--- config.mk ---
export PLATFORM = sky130hd
export DESIGN_NAME = sar_sample_averager_flat
export DESIGN_NICKNAME = d
export VERILOG_FILES = /design/src/rtl/sar_sample_averager_if.sv /design/src/rtl/sar_sample_averager.sv /design/src/flat_wrapper.sv
export SDC_FILE = /design/constraint.sdc
export NUM_CORES = 1
export LEC_CHECK = 0
export ABC_CLOCK_PERIOD_IN_PS = 3600
export CORE_MARGIN = 3
export CORE_UTILIZATION = 52
export CTS_CLUSTER_DIAMETER = 150
export DETAILED_ROUTE_END_ITERATION = 16
export GPL_TIMING_DRIVEN = 0
export PLACE_DENSITY_LB_ADDON = 0.15
export SLEW_MARGIN = 30
export SYNTH_ARGS = -nofsm -noshare
export SYNTH_HDL_FRONTEND = slang
export SYNTH_SLANG_ARGS = --single-unit
export TNS_END_PERCENT = 5
--- constraint.sdc ---
create_clock -name clk -period 3.6 [get_ports clk]
set_clock_uncertainty 0.2 [all_clocks]
set_input_delay 0.72 -clock clk [delete_from_list [all_inputs] [get_ports clk]]
set_output_delay 0.72 -clock clk [all_outputs]
set_load 0.05 [all_outputs]
--- src/rtl/sar_sample_averager_if.sv ---
// Output handshake of the sample averager.
//   avg_valid : averager holds an undelivered result
//   avg_ready : consumer accepts avg_data this cycle
//   avg_data  : averaged result (SIZE bits)
// master = averager side, slave = consumer side.
interface sar_sample_averager_if #(
   parameter int unsigned SIZE = 4
);
   logic            avg_valid;
   logic            avg_ready;
   logic [SIZE-1:0] avg_data;

   modport master (output avg_valid, output avg_data, input avg_ready);
   modport slave  (input avg_valid, input avg_data, output avg_ready);
endinterface

--- src/rtl/sar_sample_averager.sv ---
// Averages 2^LOG2_AVG consecutive SAR conversion results and offers the
// truncated mean on a valid/ready port.
//   clk          : system clock, rising edge
//   reset        : asynchronous active-low reset
//   enable       : when low, done edges are ignored
//   clear        : synchronous clear of accumulator, count, buffer, overrun
//   sar_done     : SAR core done flag; a rising edge marks a new result
//   sar_data     : SAR core result, valid while sar_done is high
//   avg_if       : avg_valid / avg_ready / avg_data output handshake
//   overrun      : sticky, a completed average was dropped
//   sample_count : samples accumulated toward the current average
module sar_sample_averager #(
   parameter int unsigned SIZE     = 4,
   parameter int unsigned LOG2_AVG = 2
) (
   input  logic                clk,
   input  logic                reset,
   input  logic                enable,
   input  logic                clear,
   input  logic                sar_done,
   input  logic [SIZE-1:0]     sar_data,
   sar_sample_averager_if.master avg_if,
   output logic                overrun,
   output logic [LOG2_AVG:0]   sample_count
);

   localparam int unsigned ACC_W = SIZE + LOG2_AVG;
   localparam int unsigned CNT_W = LOG2_AVG + 1;
   localparam logic [CNT_W-1:0] LAST = CNT_W'((1 << LOG2_AVG) - 1);

   typedef enum logic {
      EMPTY = 1'b0,
      FULL  = 1'b1
   } buf_state_t;

   buf_state_t       state, next_state;
   logic             done_q;
   logic [ACC_W-1:0] acc;
   logic [ACC_W-1:0] sum;
   logic [SIZE-1:0]  result;
   logic [SIZE-1:0]  avg_data_q;
   logic             capture;
   logic             completing;
   logic             load;
   logic             set_overrun;

   assign capture    = sar_done & ~done_q & enable;
   assign completing = capture & (sample_count == LAST);
   // Accumulator is wide enough for 2^LOG2_AVG full-scale samples.
   assign sum        = acc + ACC_W'(sar_data);
   assign result     = SIZE'(sum >> LOG2_AVG);

   assign avg_if.avg_valid = (state == FULL);
   assign avg_if.avg_data  = avg_data_q;

   // Edge detector runs regardless of enable/clear so a held or masked
   // done level never produces a late capture.
   always_ff @(posedge clk or negedge reset) begin
      if (!reset) begin
         done_q <= 1'b0;
      end else begin
         done_q <= sar_done;
      end
   end

   always_ff @(posedge clk or negedge reset) begin
      if (!reset) begin
         acc          <= '0;
         sample_count <= '0;
      end else if (clear) begin
         acc          <= '0;
         sample_count <= '0;
      end else if (completing) begin
         acc          <= '0;
         sample_count <= '0;
      end else if (capture) begin
         acc          <= sum;
         sample_count <= sample_count + CNT_W'(1);
      end
   end

   always_ff @(posedge clk or negedge reset) begin
      if (!reset) begin
         state <= EMPTY;
      end else begin
         state <= next_state;
      end
   end

   // A completing capture loads the buffer when it is empty or is being
   // drained this cycle; otherwise the new result is dropped.
   always_comb begin
      next_state  = state;
      load        = 1'b0;
      set_overrun = 1'b0;
      if (clear) begin
         next_state = EMPTY;
      end else begin
         case (state)
            EMPTY: begin
               if (completing) begin
                  next_state = FULL;
                  load       = 1'b1;
               end
            end
            FULL: begin
               if (avg_if.avg_ready) begin
                  if (completing) begin
                     load = 1'b1;
                  end else begin
                     next_state = EMPTY;
                  end
               end else if (completing) begin
                  set_overrun = 1'b1;
               end
            end
            default: next_state = EMPTY;
         endcase
      end
   end

   always_ff @(posedge clk or negedge reset) begin
      if (!reset) begin
         avg_data_q <= '0;
         overrun    <= 1'b0;
      end else if (clear) begin
         avg_data_q <= '0;
         overrun    <= 1'b0;
      end else begin
         if (load) begin
            avg_data_q <= result;
         end
         if (set_overrun) begin
            overrun <= 1'b1;
         end
      end
   end

endmodule

--- src/flat_wrapper.sv ---
// flat-port wrapper written by rule: the top's interface ports become plain ports
module sar_sample_averager_flat 
#(
   parameter int unsigned SIZE     = 4,
   parameter int unsigned LOG2_AVG = 2
)
  (clk, reset, enable, clear, sar_done, sar_data, overrun, sample_count, avg_if_avg_valid, avg_if_avg_data, avg_if_avg_ready);
  sar_sample_averager_if #(.SIZE(SIZE)) avg_if_i ();
  input  logic clk;
  input  logic reset;
  input  logic enable;
  input  logic clear;
  input  logic sar_done;
  input  logic [SIZE-1:0] sar_data;
  output logic overrun;
  output logic [LOG2_AVG:0] sample_count;
  output wire logic [$bits(avg_if_i.avg_valid)-1:0] avg_if_avg_valid;
  output wire logic [$bits(avg_if_i.avg_data)-1:0] avg_if_avg_data;
  input wire logic [$bits(avg_if_i.avg_ready)-1:0] avg_if_avg_ready;
  assign avg_if_avg_valid = avg_if_i.avg_valid;
  assign avg_if_avg_data = avg_if_i.avg_data;
  assign avg_if_i.avg_ready = avg_if_avg_ready;
  sar_sample_averager #(.SIZE(SIZE), .LOG2_AVG(LOG2_AVG)) u_core (.clk(clk), .reset(reset), .enable(enable), .clear(clear), .sar_done(sar_done), .sar_data(sar_data), .avg_if(avg_if_i), .overrun(overrun), .sample_count(sample_count));
endmodule
* Yosys cells after proc, flatten, opt, wreduce, memory -nomap -nowiden
Index checks and enable logic that the tools add are counted.
Cells by class: muxes and demuxes 20, bitwise logic cells 5, equality and inequality tests 1, $add $sub $neg 2, reductions and logical operators 3
Operator list (count):
- $mux W6 | 3
- $mux W1 | 10
- $mux W3 | 3
- $mux W4 | 2
- $add A6 B4 Y6 | 1
- $pmux W1 S2 | 2
- $reduce_bool A2 Y1 | 2
- $add A3 B1 Y3 const B | 1
- $and A1 B1 Y1 | 3
- $eq A3 B2 Y1 const B | 1
- $reduce_bool A3 Y1 | 1
- $not A1 Y1 | 2
Storage, ports and cells: output and inout port bits 9, register bits after elaboration 16, input port bits 10

* Depth between registers and ports, before layout
depth after elaboration 10, mapped depth 6

* Least setup slack after synthesis
Ideal clock, no wire load.
kind input to register, start input port sar_data[0], end register u_core.acc[4], setup slack 1.323 ns, stages on the path 6, arrival 1.976 ns, cell sequence ha_1 > fa_1 > a21o_1 > a21oi_1 > a21oi_1 > o32ai_1
On the way: longest elaborated chain between the ends 4
Ends and longest elaborated chain:
- from (decl) | line flat_wrapper.sv:14 | input logic [SIZE-1:0] sar_data;
- $add A6 B4 Y6 | line sar_sample_averager.sv:50 | assign sum = acc + ACC_W'(sar_data);
- $mux W6 | line sar_sample_averager.sv:76 | end else if (capture) begin
- $mux W6 | line sar_sample_averager.sv:73 | end else if (completing) begin
- $mux W6 | line sar_sample_averager.sv:70 | end else if (clear) begin
- to (signal assigned) | line sar_sample_averager.sv:77 | acc <= sum;
- to (decl) | line sar_sample_averager.sv:38 | logic [ACC_W-1:0] acc;
No other way between the ends. The select of a mux whose other input is x is not followed. A chain may end at the register's enable or synchronous reset.

* Worst setup path after layout
Same ends and word-level chain as after synthesis.

==> impl_metrics.py <==
metrics = {
    "timing": {
        "rsz0062_at_grt": "false",
        "max-slew-margin-rel_pct": 52.4,
        "max_freq_mhz": 382,
        "fin_crit_sh_pct": 72.8,
        "drv_slew": 0,
        "tns_ps": 0,
        "setup_viol": 0,
        "report.final.hold_viol_count": 0,
        "worst_slew_pin_slew_ps": 712,
        "fin_crit_ps": 2620,
    },
    "outcome": {
        "status": "complete, no violations",
    },
    "power_and_ir_drop": {
        "swShare_pct": 25.4,
        "combPwrFrac_pct": 12.4,
        "p_int_uw": 264,
        "p_leak_nw": 0.485,
        "power.switching_uw": 89.6,
        "clock_power_share_pct": 35.2,
        "peakVddDrop_uv": 235,
        "sequentialPowerShare_pct": 52.5,
        "power_density_nw_per_um2": 320,
        "p_total_uw": 353,
    },
    "yosys": {
        "synthDistinctLibCells": 32,
        "yosysMostFrequentCell": "dfrtp_1",
        "async_flop_share_pct": 100,
        "synth_common_cells": "dfrtp_1 (16), a21oi_1 (9), nand2_1 (7), ha_1 (5), nor2_1 (5)",
        "synth_nets": 101,
        "syn_area_per_cell_um2": 10.3,
        "yosys-top-cells-area": "dfrtp_1 (46%), ha_1 (7.1%), a21oi_1 (5.1%), nand2_1 (3.0%), fa_1 (2.3%)",
        "synth_top_area_cell": "dfrtp_1",
        "ys_seq_area_share_pct": 45.7,
        "synth_edf_count": 0,
        "synth_area_um2": 876,
        "syn_inst": 85,
        "synth_top_cell_area_share_pct": 45.7,
        "synth_seq_cells": 16,
        "yosys_most_used_dff": "dfrtp_1",
        "yosysWarnings": 0,
    },
    "global_routing": {
        "grt_util_all_layers_pct": 20.3,
        "gr-usage-met3_pct": 3.83,
        "use_met1_pct": 26.8,
        "top_usage_layer": "met2",
        "grt_antenna_before_repair": 0,
        "grt_overflow_total": 0,
        "grt_pass1_wl_mm": 3.07,
        "first_global_vias": 655,
        "gr-usage-met2_pct": 33.9,
        "grt_max_degree": 17,
    },
    "finish": {
        "n_antenna_cell": 0,
        "drive_gt1_share_pct": 8.49,
        "synthToLayoutAreaGrowth_pct": 25.9,
        "layout.nets": 123,
    },
    "floorplanning": {
        "die_area_um2": 2210,
        "start_util_pct": 56.8,
        "die_y_um": 47.0,
        "ios": 19,
        "core_area_um2": 1540,
        "num_rows": 14,
        "fp.dieW_um": 47.0,
    },
    "clock_tree": {
        "cts_root_buffer": "clkbuf_4",
        "cts.repair.resized": 0,
        "htreeDepth": 1,
        "postCtsSetupBuffers": 0,
        "cts_tree": "yes",
        "insertion_delay_ps": 290,
        "clk_pin_slew_ps": 110,
        "cts.sinks": 16,
        "clockBufferDepth": 2,
        "cts_hold_buf": 0,
        "cts_buffers": 3,
    },
    "routing": {
        "ant_nets": 0,
        "route.vias.total": 733,
        "vias_per_cell": 6.01,
        "drt_iter0_drc": 9,
        "wl_per_cell_um": 16.5,
        "drc_errors": 0,
        "routed_wl_mm": 2.01,
        "drt_first_pass_iters": 4,
    },
    "critical_path": {
        "required_ps": 3590,
        "crit_type": "input pin to flip-flop",
        "startpoint_type": "input pin",
        "cp-end-kind": "flip-flop",
        "crit_fanout": 3,
        "arrival_ps": 2610,
    },
    "worst_hold_path": {
        "hold_path_class": "flip-flop to flip-flop",
    },
    "placed_design": {
        "hpwl_mm": 1.45,
        "port-buffer-count": 17,
        "gp_congestion": 0.748,
    },
    "flow_run": {
        "maxCapViolations": 0,
    },
}
cell type report:
cell class / count / area (um2)
clock buffers: 4 / 36.3
plain buffers: 4 / 16.3
flip-flops and latches: 16 / 400
inverters: 1 / 3.75
repair buffers: 17 / 170
fillers: 135 / 439
multi-input cells: 64 / 455
well taps: 16 / 20.0
per-stage QoR:
step / area (um2) / hold slack [ps] / utilization [%] / setup slack [ps] / std cells
3_3_place_gp: 1070 / 280 / 69.2 / 784 / 118
6_report: 1100 / 303 / 71.5 / 981 / 122
3_5_place_dp: 1070 / 282 / 69.2 / 692 / 118
2_1_floorplan: 876 / 224 / - / 1320 / 85
4_1_cts: 1100 / 305 / 71.5 / 982 / 122
5_1_grt: 1100 / 318 / 71.5 / 905 / 122
cell usage in the layout (no fill, tap or decap), types with 3 or more instances in the layout:
cell type,synthesis,final
ha_1,5,5
nand2b_1,3,3
nand3_1,4,4
nor2_1,5,5
clkdlybuf4s50_1,0,17
clkbuf_4,0,3
nand2_1,7,7
dfrtp_1,16,16
clkbuf_1,3,3
a21oi_1,9,9
registers in the layout, summed over array words and instances (netlist names):
name and count:
u_core.sample_count 3, u_core.avg_if.avg_valid 1, u_core.avg_if.avg_data 4, u_core.overrun 1
u_core.acc 6, u_core.done_q 1
power groups by stage:
| stage | Combinational, mW | Sequential [mW] | Clock, mW |
|---|---|---|---|
| 4_1_cts | 0.0439 | 0.185 | 0.122 |
| 6_report | 0.0437 | 0.185 | 0.124 |
| 2_1_floorplan | 0.0202 | 0.191 | 0 |
| 3_3_place_gp | 0.0410 | 0.188 | 0 |
| 3_5_place_dp | 0.0428 | 0.189 | 0 |
| 5_1_grt | 0.0481 | 0.186 | 0.131 |
routing by layer:
metal	share of wire, %	up-vias
li1	-	346
met1	44	347
met2	48	34
met3	5.4	6
met4	2.2	0
met5	0	-
critical path, stage by stage:
cell and delay (ps):
clkdlybuf4s50_1 400, ha_1 240, fa_1 430, a21o_1 190, a21oi_1 240, a21oi_1 120
o32ai_1 260
kinds of logic after synthesis:
group           count (synthesis)  share of synthesized area, %
compound gates                 19                          13.7
xor+xnor                        4                          4.00
fa+ha+maj                       6                          9.43
buf+inv                         5                          2.28
flops                          16                          45.7
mux                             1                          1.14
simple gates                   34                          23.7
final timing paths:
kind                       slack, ps      startpoint  cells after the start                endpoint
min in group asynchronous        640           reset                      1           u_core.acc[4]
setup reg to reg                1410   u_core.acc[0]                      6           u_core.acc[4]
hold reg to reg                  300  u_core.overrun                      2          u_core.overrun
max in group asynchronous       2110           reset                      1  u_core.sample_count[1]
hold / removal                   300  u_core.overrun                      2          u_core.overrun
setup / recovery                 980     sar_data[0]                      7           u_core.acc[4]
Power figures use the tool's default switching activity.
==> patch (config.mk and constraints unchanged) <==
`SIZE` is set to 4 in 3 places; all go to 8.
--- a/src/rtl/sar_sample_averager_if.sv
+++ b/src/rtl/sar_sample_averager_if.sv
@@ -4,7 +4,7 @@
 //   avg_data  : averaged result (SIZE bits)
 // master = averager side, slave = consumer side.
 interface sar_sample_averager_if #(
-   parameter int unsigned SIZE = 4
+   parameter int unsigned SIZE = 8
 );
    logic            avg_valid;
    logic            avg_ready;
--- a/src/rtl/sar_sample_averager.sv
+++ b/src/rtl/sar_sample_averager.sv
@@ -10,7 +10,7 @@
 //   overrun      : sticky, a completed average was dropped
 //   sample_count : samples accumulated toward the current average
 module sar_sample_averager #(
-   parameter int unsigned SIZE     = 4,
+   parameter int unsigned SIZE     = 8,
    parameter int unsigned LOG2_AVG = 2
 ) (
    input  logic                clk,
--- a/src/flat_wrapper.sv
+++ b/src/flat_wrapper.sv
@@ -1,7 +1,7 @@
 // flat-port wrapper written by rule: the top's interface ports become plain ports
 module sar_sample_averager_flat 
 #(
-   parameter int unsigned SIZE     = 4,
+   parameter int unsigned SIZE     = 8,
    parameter int unsigned LOG2_AVG = 2
 )
   (clk, reset, enable, clear, sar_done, sar_data, overrun, sample_count, avg_if_avg_valid, avg_if_avg_data, avg_if_avg_ready);
Interface: changed (resized avg_if_avg_data and sar_data); port bits go from 19 to 27. The function was not compared with the original's and may differ.
==> patch against the unedited design <==
Power rose by 63%. Sequential cell count increased by 8. Synthesized area rose by 55%. Synthesized cell count up 64%. Register-to-register slack got worse by 320 ps. Design area increased by 53%. Wire length grew 48%. Worst setup slack lost 390 ps. Critical endpoint is now u_core.acc[8].
==> patch: results (changes against the unedited design) <==
| Metric | Value |
|---|---|
| Worst-Margin Slew | `537 ps (-175 ps)` |
| All-Layer GR Usage | `0.195 (-0.00789)` |
| Initial antenna violation count | `0 (unchanged)` |
| DRT iter0 DRCs | `45 (+36)` |
| Top cells by count, synth | `dfrtp_1 (24), nand2_1 (14), nor2_1 (13)` |
| Vias | `1172 (+60%)` |
| First-pass GRT wire length | `5130 um (+67%)` |
| Yosys warnings | `0 (unchanged)` |
| Port Buf Inserts | `26 (+9)` |
| Post-synthesis sequential area ratio | `0.442 (-0.0147)` |
| Post-synth EDFFs | `0 (unchanged)` |
| Slowest stage delay, CP | `460 ps (+30 ps)` |
| First-pass DRT Iterations | `4 (unchanged)` |
| H-tree depth | `1 (unchanged)` |
| Post-CTS Resized | `0 (unchanged)` |
| Layout cells sized above 1 | `0.0414 (-0.0435)` |
| Worst Setup SP | `sar_data[0]` |
| Grt met3 use | `0.0317 (-0.00664)` |
| Outcome | `finished clean` |
| GPL Wtd Cong | `0.843 (+13%)` |
| CP arrival | `3050 ps (+440 ps)` |
| Leakage dissipation | `0.000702 uW (+45%)` |
| Synth area leaders | `dfrtp_1 (44%), ha_1 (8.3%), nand2_1 (3.9%), xor2_1 (3.9%), a21oi_1 (3.7%)` |
| Nets | `194 (+58%)` |
| Final setup fails | `0 (unchanged)` |
| Setup WS pre-CTS | `301 ps (-392 ps)` |
| Reg2Reg Launch Point | `u_core.acc[0]` |
| Comb. pwr | `140 uW (+220%)` |
| Post-CTS setup buffers | `0 (unchanged)` |
| Post-synthesis async set-or-reset flop share | `1.00 (unchanged)` |
| Min-delay worst type | `in2async` |
| Clock Power Share | `0.252 (-0.100)` |
| Max reg flops | `10 (+4)` |
| Synth unique cells | `32 (unchanged)` |
| DP HPWL | `2260 um (+56%)` |
| Clk Latency, worst-skew pair | `320 ps (+30 ps)` |
| Clock-pin transition on the worst setup and hold timing paths | `140 ps (+30 ps)` |
| Worst Path Max Fanout | `4 (+1)` |
| Post-Syn Nets | `163 (+61%)` |
| Total CTS buffers | `3 (unchanged)` |
| Wire per inst | `15.1 um (-8.6%)` |
| CP delay by family, top | `simple AND/OR/NAND/NOR gates` |
| Largest net degree at the start of global routing | `25 (+8)` |
| Max clock buf depth | `2 (unchanged)` |
| Crit path max-delay cell type | `clkdlybuf4s50_1` |
| GR Util met1 | `0.252 (-0.0158)` |
| P_sw | `178 uW (+98%)` |
| Peak VDD IR | `0.000291 V (+24%)` |
| Clk. pwr | `145 uW (+17%)` |
| GR Util met2 | `0.325 (-0.0141)` |
patch: layout make-up:
| class | instances | area [sq um] |
|---|---|---|
| Sequential cell | 24 | 601 |
| Tap cell | 28 | 35.0 |
| Fill cell | 188 | 656 |
| Multi-Input combinational cell | 105 | 719 |
| Buffer | 6 | 22.5 |
| Inverter | 4 | 15.0 |
| Clock buffer | 4 | 36.3 |
| Timing Repair Buffer | 26 | 255 |
patch: worst reg2reg max path: cells and delay by family, from the launching register on:
kind / cells / cell delay [ps]
DFF: 1 / 380
buffers and inverters: 1 / 60
adders and majority gates: 2 / 580
and+or+nand+nor: 2 / 640
AOI/OAI and AO/OA: 3 / 590
patch: path summary, 6_finish.rpt:
path	endpoint	slack, ps	cells after the start
min in group clk	u_core.avg_if.avg_data[0]	290	2
worst min-delay path	u_core.avg_if.avg_data[3]	170	1
worst min register to register	u_core.avg_if.avg_data[0]	290	2
max in group asynchronous	u_core.avg_if.avg_data[5]	2670	1
worst max-delay path	u_core.acc[8]	600	9
worst max register to register	u_core.acc[8]	1090	8
patch: logic make-up after synthesis:
kind of cell | share of synthesized area
fa+ha+maj | 0.0977
simple gates | 0.171
xor+xnor | 0.0387
flops | 0.442
compound gates | 0.223
buf+inv | 0.0276
patch: per-stage QoR:
step | instances | util | area [sq um]
floorplan | 139 | - | 1360
global placement | 193 | 0.706 | 1650
detailed placement | 193 | 0.704 | 1650
CTS | 197 | 0.720 | 1680
global route | 197 | 0.720 | 1680
finish | 197 | 0.720 | 1680
patch: routing by layer:
layer  wire [um]  part of all wire  vias to the layer above
li1            -                 -                      572
met1        1320              0.44                      546
met2        1420              0.48                       50
met3         188             0.063                        4
met4          38             0.013                        0
met5           0                 0                        -
